[src/rtl/id.sv]
// id: RV32I instruction decoder with one-cycle latency; every output is registered.
// Optional feature macro CSR_EN adds SYSTEM CSRRW/CSRRS/CSRRC(I) decoding.
module id (
  input  logic        clk,
  input  logic        rst,
  input  logic [31:0] inst,
  input  logic [31:0] inst_addr,
  output logic [4:0]  rs1_raddr_o,
  output logic [4:0]  rs2_raddr_o,
  output logic [11:0] csr_raddr_o,
  output logic [31:0] inst_o,
  output logic [31:0] inst_addr_o,
  output logic [4:0]  rd_waddr_o,
  output logic [11:0] csr_waddr_o,
  output logic [31:0] imm_o,
  output logic [1:0]  op1_sel_o,
  output logic [1:0]  op2_sel_o,
  output logic [3:0]  alu_sel_o,
  output logic [2:0]  br_sel_o,
  output logic [2:0]  wb_sel_o,
  output logic [1:0]  mem_rw_o,
  output logic [3:0]  byte_sel_o,
  output logic        un_sign_o
);

  localparam logic [6:0] OPC_OP     = 7'b0110011;
  localparam logic [6:0] OPC_OP_IMM = 7'b0010011;
  localparam logic [6:0] OPC_LOAD   = 7'b0000011;
  localparam logic [6:0] OPC_STORE  = 7'b0100011;
  localparam logic [6:0] OPC_BRANCH = 7'b1100011;
  localparam logic [6:0] OPC_LUI    = 7'b0110111;
  localparam logic [6:0] OPC_AUIPC  = 7'b0010111;
  localparam logic [6:0] OPC_JAL    = 7'b1101111;
  localparam logic [6:0] OPC_JALR   = 7'b1100111;

  localparam logic [1:0] OP1_ZERO = 2'd0;
  localparam logic [1:0] OP1_RS1  = 2'd1;
  localparam logic [1:0] OP1_IMM  = 2'd2;

  localparam logic [1:0] OP2_ZERO = 2'd0;
  localparam logic [1:0] OP2_RS2  = 2'd1;
  localparam logic [1:0] OP2_PC   = 2'd2;
  localparam logic [1:0] OP2_IMM  = 2'd3;

  localparam logic [3:0] ALU_NONE = 4'd0;
  localparam logic [3:0] ALU_ADD  = 4'd1;
  localparam logic [3:0] ALU_SUB  = 4'd2;
  localparam logic [3:0] ALU_SLL  = 4'd3;
  localparam logic [3:0] ALU_SLT  = 4'd4;
  localparam logic [3:0] ALU_SLTU = 4'd5;
  localparam logic [3:0] ALU_XOR  = 4'd6;
  localparam logic [3:0] ALU_SRL  = 4'd7;
  localparam logic [3:0] ALU_SRA  = 4'd8;
  localparam logic [3:0] ALU_OR   = 4'd9;
  localparam logic [3:0] ALU_AND  = 4'd10;

  localparam logic [2:0] BR_NONE = 3'd0;
  localparam logic [2:0] BR_JUMP = 3'd1;
  localparam logic [2:0] BR_EQ   = 3'd2;
  localparam logic [2:0] BR_NE   = 3'd3;
  localparam logic [2:0] BR_LT   = 3'd4;
  localparam logic [2:0] BR_GE   = 3'd5;
  localparam logic [2:0] BR_LTU  = 3'd6;
  localparam logic [2:0] BR_GEU  = 3'd7;

  localparam logic [2:0] WB_NONE  = 3'd0;
  localparam logic [2:0] WB_ALU   = 3'd1;
  localparam logic [2:0] WB_PC4   = 3'd2;
  localparam logic [2:0] WB_MEM   = 3'd3;
  localparam logic [2:0] WB_STORE = 3'd4;

  localparam logic [1:0] MEM_NONE  = 2'd0;
  localparam logic [1:0] MEM_READ  = 2'd1;
  localparam logic [1:0] MEM_WRITE = 2'd2;

  localparam logic [3:0] BYTE_NONE = 4'b0000;
  localparam logic [3:0] BYTE_B    = 4'b0001;
  localparam logic [3:0] BYTE_H    = 4'b0011;
  localparam logic [3:0] BYTE_W    = 4'b1111;

`ifdef CSR_EN
  localparam logic [6:0] OPC_SYSTEM = 7'b1110011;
  localparam logic [1:0] OP1_CSR    = 2'd3;
  localparam logic [3:0] ALU_PASS2  = 4'd11;
  localparam logic [3:0] ALU_ANDN   = 4'd12;
  localparam logic [2:0] WB_CSR     = 3'd5;
`endif

  function automatic logic [3:0] alu_of(input logic [2:0] f3, input logic alt);
    case (f3)
      3'b000:  alu_of = alt ? ALU_SUB : ALU_ADD;
      3'b001:  alu_of = ALU_SLL;
      3'b010:  alu_of = ALU_SLT;
      3'b011:  alu_of = ALU_SLTU;
      3'b100:  alu_of = ALU_XOR;
      3'b101:  alu_of = alt ? ALU_SRA : ALU_SRL;
      3'b110:  alu_of = ALU_OR;
      3'b111:  alu_of = ALU_AND;
      default: alu_of = ALU_NONE;
    endcase
  endfunction

  function automatic logic [2:0] br_of(input logic [2:0] f3);
    case (f3)
      3'b000:  br_of = BR_EQ;
      3'b001:  br_of = BR_NE;
      3'b100:  br_of = BR_LT;
      3'b101:  br_of = BR_GE;
      3'b110:  br_of = BR_LTU;
      3'b111:  br_of = BR_GEU;
      default: br_of = BR_NONE;
    endcase
  endfunction

  function automatic logic [3:0] byte_of(input logic [1:0] sz);
    case (sz)
      2'b00:   byte_of = BYTE_B;
      2'b01:   byte_of = BYTE_H;
      2'b10:   byte_of = BYTE_W;
      default: byte_of = BYTE_NONE;
    endcase
  endfunction

  logic [6:0]  opcode;
  logic [2:0]  funct3;
  logic [31:0] imm_i, imm_s, imm_b, imm_u, imm_j;

  assign opcode = inst[6:0];
  assign funct3 = inst[14:12];
  assign imm_i  = {{20{inst[31]}}, inst[31:20]};
  assign imm_s  = {{20{inst[31]}}, inst[31:25], inst[11:7]};
  assign imm_b  = {{19{inst[31]}}, inst[31], inst[7], inst[30:25], inst[11:8], 1'b0};
  assign imm_u  = {inst[31:12], 12'b0};
  assign imm_j  = {{11{inst[31]}}, inst[31], inst[19:12], inst[20], inst[30:21], 1'b0};

  logic [4:0]  rs1_d, rs2_d, rd_d;
  logic [11:0] csr_raddr_d, csr_waddr_d;
  logic [31:0] imm_d;
  logic [1:0]  op1_d, op2_d, mem_d;
  logic [3:0]  alu_d, byte_d;
  logic [2:0]  br_d, wb_d;
  logic        un_sign_d;

  always_comb begin
    rs1_d       = inst[19:15];
    rs2_d       = inst[24:20];
`ifdef CSR_EN
    csr_raddr_d = inst[31:20];
`else
    csr_raddr_d = '0;
`endif
    rd_d        = '0;
    csr_waddr_d = '0;
    imm_d       = '0;
    op1_d       = OP1_ZERO;
    op2_d       = OP2_ZERO;
    alu_d       = ALU_NONE;
    br_d        = BR_NONE;
    wb_d        = WB_NONE;
    mem_d       = MEM_NONE;
    byte_d      = BYTE_NONE;
    un_sign_d   = 1'b1;
    case (opcode)
      OPC_OP: begin
        rd_d      = inst[11:7];
        op1_d     = OP1_RS1;
        op2_d     = OP2_RS2;
        alu_d     = alu_of(funct3, inst[30]);
        wb_d      = WB_ALU;
        un_sign_d = (funct3 != 3'b011);
      end
      OPC_OP_IMM: begin
        // inst[30] is immediate data except for the srli/srai distinction
        rd_d      = inst[11:7];
        imm_d     = imm_i;
        op1_d     = OP1_RS1;
        op2_d     = OP2_IMM;
        alu_d     = alu_of(funct3, inst[30] & (funct3 == 3'b101));
        wb_d      = WB_ALU;
        un_sign_d = (funct3 != 3'b011);
      end
      OPC_LOAD: begin
        if (funct3[1:0] != 2'b11 && funct3[2:1] != 2'b11) begin
          rd_d      = inst[11:7];
          imm_d     = imm_i;
          op1_d     = OP1_RS1;
          op2_d     = OP2_IMM;
          alu_d     = ALU_ADD;
          wb_d      = WB_MEM;
          mem_d     = MEM_READ;
          byte_d    = byte_of(funct3[1:0]);
          un_sign_d = ~funct3[2];
        end
      end
      OPC_STORE: begin
        if (funct3[2] == 1'b0 && funct3[1:0] != 2'b11) begin
          imm_d  = imm_s;
          op1_d  = OP1_RS1;
          op2_d  = OP2_IMM;
          alu_d  = ALU_ADD;
          wb_d   = WB_STORE;
          mem_d  = MEM_WRITE;
          byte_d = byte_of(funct3[1:0]);
        end
      end
      OPC_BRANCH: begin
        if (funct3[2:1] != 2'b01) begin
          imm_d     = imm_b;
          op1_d     = OP1_RS1;
          op2_d     = OP2_RS2;
          alu_d     = ALU_SUB;
          br_d      = br_of(funct3);
          un_sign_d = ~(funct3[2] & funct3[1]);
        end
      end
      OPC_LUI: begin
        rd_d  = inst[11:7];
        imm_d = imm_u;
        op1_d = OP1_IMM;
        alu_d = ALU_ADD;
        wb_d  = WB_ALU;
      end
      OPC_AUIPC: begin
        rd_d  = inst[11:7];
        imm_d = imm_u;
        op1_d = OP1_IMM;
        op2_d = OP2_PC;
        alu_d = ALU_ADD;
        wb_d  = WB_ALU;
      end
      OPC_JAL: begin
        rd_d  = inst[11:7];
        imm_d = imm_j;
        op1_d = OP1_IMM;
        op2_d = OP2_PC;
        alu_d = ALU_ADD;
        br_d  = BR_JUMP;
        wb_d  = WB_PC4;
      end
      OPC_JALR: begin
        // funct3 is not qualified here: any JALR encoding is taken as a jump
        rd_d  = inst[11:7];
        imm_d = imm_i;
        op1_d = OP1_RS1;
        op2_d = OP2_PC;
        alu_d = ALU_ADD;
        br_d  = BR_JUMP;
        wb_d  = WB_PC4;
      end
`ifdef CSR_EN
      OPC_SYSTEM: begin
        if (funct3[1:0] != 2'b00) begin
          rd_d        = inst[11:7];
          csr_waddr_d = inst[31:20];
          op1_d       = OP1_CSR;
          wb_d        = WB_CSR;
          case (funct3[1:0])
            2'b01:   alu_d = ALU_PASS2;
            2'b10:   alu_d = ALU_OR;
            default: alu_d = ALU_ANDN;
          endcase
          if (funct3[2]) begin
            imm_d = {27'b0, inst[19:15]};
            op2_d = OP2_IMM;
          end else begin
            rs2_d = inst[19:15];
            op2_d = OP2_RS2;
          end
        end
      end
`endif
      default: ;
    endcase
  end

  logic [4:0]  rs1_q, rs2_q, rd_q;
  logic [11:0] csr_raddr_q, csr_waddr_q;
  logic [31:0] inst_q, inst_addr_q, imm_q;
  logic [1:0]  op1_q, op2_q, mem_q;
  logic [3:0]  alu_q, byte_q;
  logic [2:0]  br_q, wb_q;
  logic        un_sign_q;

  always_ff @(posedge clk or posedge rst) begin
    if (rst) begin
      rs1_q       <= '0;
      rs2_q       <= '0;
      csr_raddr_q <= '0;
      inst_q      <= '0;
      inst_addr_q <= '0;
      rd_q        <= '0;
      csr_waddr_q <= '0;
      imm_q       <= '0;
      op1_q       <= '0;
      op2_q       <= '0;
      alu_q       <= '0;
      br_q        <= '0;
      wb_q        <= '0;
      mem_q       <= '0;
      byte_q      <= '0;
      un_sign_q   <= 1'b0;
    end else begin
      rs1_q       <= rs1_d;
      rs2_q       <= rs2_d;
      csr_raddr_q <= csr_raddr_d;
      inst_q      <= inst;
      inst_addr_q <= inst_addr;
      rd_q        <= rd_d;
      csr_waddr_q <= csr_waddr_d;
      imm_q       <= imm_d;
      op1_q       <= op1_d;
      op2_q       <= op2_d;
      alu_q       <= alu_d;
      br_q        <= br_d;
      wb_q        <= wb_d;
      mem_q       <= mem_d;
      byte_q      <= byte_d;
      un_sign_q   <= un_sign_d;
    end
  end

  assign rs1_raddr_o = rs1_q;
  assign rs2_raddr_o = rs2_q;
  assign csr_raddr_o = csr_raddr_q;
  assign inst_o      = inst_q;
  assign inst_addr_o = inst_addr_q;
  assign rd_waddr_o  = rd_q;
  assign csr_waddr_o = csr_waddr_q;
  assign imm_o       = imm_q;
  assign op1_sel_o   = op1_q;
  assign op2_sel_o   = op2_q;
  assign alu_sel_o   = alu_q;
  assign br_sel_o    = br_q;
  assign wb_sel_o    = wb_q;
  assign mem_rw_o    = mem_q;
  assign byte_sel_o  = byte_q;
  assign un_sign_o   = un_sign_q;

endmodule

[config.mk]
export PLATFORM = sky130hd
export DESIGN_NAME = id
export DESIGN_NICKNAME = d
export VERILOG_FILES = /design/src/rtl/id.sv
export SDC_FILE = /design/constraint.sdc
export NUM_CORES = 1
export LEC_CHECK = 0
export ABC_AREA = 1
export CAP_MARGIN = 20
export CORE_AREA = 5 5 106 132
export DETAILED_ROUTE_END_ITERATION = 12
export DIE_AREA = 0 0 111 137
export PLACE_DENSITY = 0.73
export SETUP_SLACK_MARGIN = 0.15
export SYNTH_ARGS = -nofsm -noshare
export SYNTH_HDL_FRONTEND = slang
export SYNTH_SLANG_ARGS = --single-unit
[constraint.sdc]
create_clock -name clk -period 3.8 [get_ports clk]
set_input_delay 0.57 -clock clk [delete_from_list [all_inputs] [get_ports clk]]
set_output_delay 0.57 -clock clk [all_outputs]
set_load 0.01 [all_outputs]
==> results.cfg <==
[timing]
fmax_mhz = 443.8
finalCritPeriodShare = 0.5930
relSlewSlack = 0.5616
tns_ps = 0
finalHoldViolations = 0
drv_slew = 0
setup_viol = 0
min_period_ps = 2253
worst_slew_pin_slew_ps = 656.9
rsz0062_at_grt = no

[synth]
ys_seq_elements = 121
synth_largest_area_cell = dfrtp_1
syn_avg_cell_area_um2 = 11.49
synth.area.mux_share = 0
synth-simple-area-share = 0.1859
synth_top_area_share = 0.6846
synth_xor_area_frac = 0
yosysSeqAreaShare = 0.6846
synthTopCellsByArea = dfrtp_1 (68%), nand2_1 (6.6%), buf_4 (6.1%)
synth.distinct_cells = 20
netlist_area_mm2 = 0.004423
synth_adder_area_share = 0.01414
synth_top_family_by_area = simple AND/OR/NAND/NOR gates
yosysWarnings = 0
synth_compound_area_frac = 0.01414
synthCells = 385

[grt]
grt_overflow = 0
met2_usage = 0.2969
track_usage = 0.1654
met3_usage = 0.05617
antenna_found_initial = 0
grt_start_max_net_pins = 106
grt_pass1_vias = 3515
met1_usage = 0.1827
grt_pass1_wl_um = 19200
busiest_layer = met2

[final_layout]
n_fill_cell = 1046
antenna-diode-count = 0
layout-drive-gt1-share = 0.09883
multi_input_comb_area_mm2 = 0.001037
nets = 655
area_growth_syn_to_layout_pct = 58.50
regArea_mm2 = 0.003028

[cts]
path_clk_slew_ps = 60
post_cts_resized = 0
cts_tree = yes
cts_setup_buffers = 0
cts_num_sinks = 121
root_buffer = clkbuf_16
holdBufCountCts = 0
clockBufferDepth = 2
cts_buffers = 17
htreeDepth = 4

[detailed_routing]
drt-initial-drc-count = 150
vias_per_cell = 4.459
wl_um = 12630
dr.pass1.iters = 5
routedWlPerCell_um = 16.51
drc = 0
vias = 3411
ant_nets = 0

[floorplanning]
core_area_mm2 = 0.01260
die_area_mm2 = 0.01521
start_util = 0.3509
die_h_um = 137
ios = 222
num_rows = 46
die_w_um = 111

[placement]
gp_congestion = 0.8323
dp_hpwl_um = 9414
io_buffers = 197

[critical_path]
start_kind = input port
worstPathRequired_ps = 4030
cp_max_fo = 21
arrival_ps = 2480
critPathCaptureType = flip-flop
criticalPathCategory = input port to flip-flop

[power]
power.density_mw_per_mm2 = 472.3
irDropWorstVdd_uv = 246.4
p_leak_nw = 3.406
report.power.total_w = 0.003311

[job]
cap_viol_max_count = 0

[worst_hold_path]
hold_class = input port to async pin

[status]
status = finished clean
report_power, final:
part           internal [W]  switching (W)  total (W)
sequential          0.00133      0.0000136    0.00135
clock               0.00105       0.000612    0.00166
combinational      0.000160       0.000147   0.000307
stage by stage:
stage               std cells  hold slack (ps)  utilization  area (um2)  setup slack [ps]
global route              765            531.0       0.5562        7010              1362
CTS                       765            506.1       0.5562        7010              1555
global placement          733            923.6       0.5073        6395              1280
detailed placement        733            929.4       0.5073        6395              1130
finish                    765            507.5       0.5562        7010              1547
floorplan                 408            601.4            -        4513              1747
final cells by class:
| type | count | share of cell area |
|---|---|---|
| Timing Repair Buffer | 198 | 0.2841 |
| Tap cell | 168 | 0.02998 |
| Inverter | 33 | 0.01820 |
| Clock inverter | 15 | 0.02713 |
| Clock buffer | 17 | 0.06068 |
| Sequential cell | 121 | 0.4319 |
| Multi-Input combinational cell | 213 | 0.1480 |
layer usage:
metal,wire length [um],part of all wire
met1,4804,0.38
met4,227,0.018
met3,1005,0.080
met2,6592,0.52
met5,0,0
path summary, 6_finish.rpt:
kind,start,to,slack (ps),cells past startpoint
setup / recovery,inst[13],imm_o[31],1550,9
max in group asynchronous,rst,mem_rw_o[0],2460,3
min in group clk,inst_addr[16],inst_addr_o[16],600,1
hold / removal,rst,inst_addr_o[19],510,2
cell usage after synthesis (all sizes together):
cell	n
conb	1
nand2	92
o21ai	8
dfrtp	121
inv	33
nand3	22
ha	5
nand3b	1
nor2	33
nand4	24
a21oi	2
buf	41
a31oi	2
layout by cell type (no fill, tap or decap):
master	instances
nand2_4	1
nand2_2	13
o21ai_0	8
nand4_1	24
clkinv_2	2
a31oi_1	2
inv_8	1
inv_2	4
a21oi_1	2
clkinv_4	5
nand3_1	19
nor2_1	29
clkdlybuf4s50_1	197
nand3b_1	1
clkbuf_16	17
nand3_2	3
inv_6	4
nor2_4	4
inv_1	28
dfrtp_1	121
nand2_1	78
conb_1	24
buf_12	1
clkinvlp_4	1
bufinv_16	3
ha_1	5
sequential cells by signal (all words and copies together) (netlist names), 3 cells and up:
name and count:
imm_o 32, inst_addr_o 32, inst_o 32, rd_waddr_o 5, alu_sel_o 4, br_sel_o 3
byte_sel_o 3, wb_sel_o 3
logic make-up after synthesis:
group | after synthesis
AOI/OAI and AO/OA | 12
adders and majority gates | 5
buffers and inverters | 74
DFF | 121
other | 1
and+or+nand+nor | 172
worst max-delay path, stage by stage:
cell,delay (ps)
clkdlybuf4s50_1,640
ha_1,250
inv_1,70
nand2_1,80
nor2_1,50
nand3_1,80
nand2_1,70
inv_1,490
nand4_1,200
(Power assumes the default switching activity.)
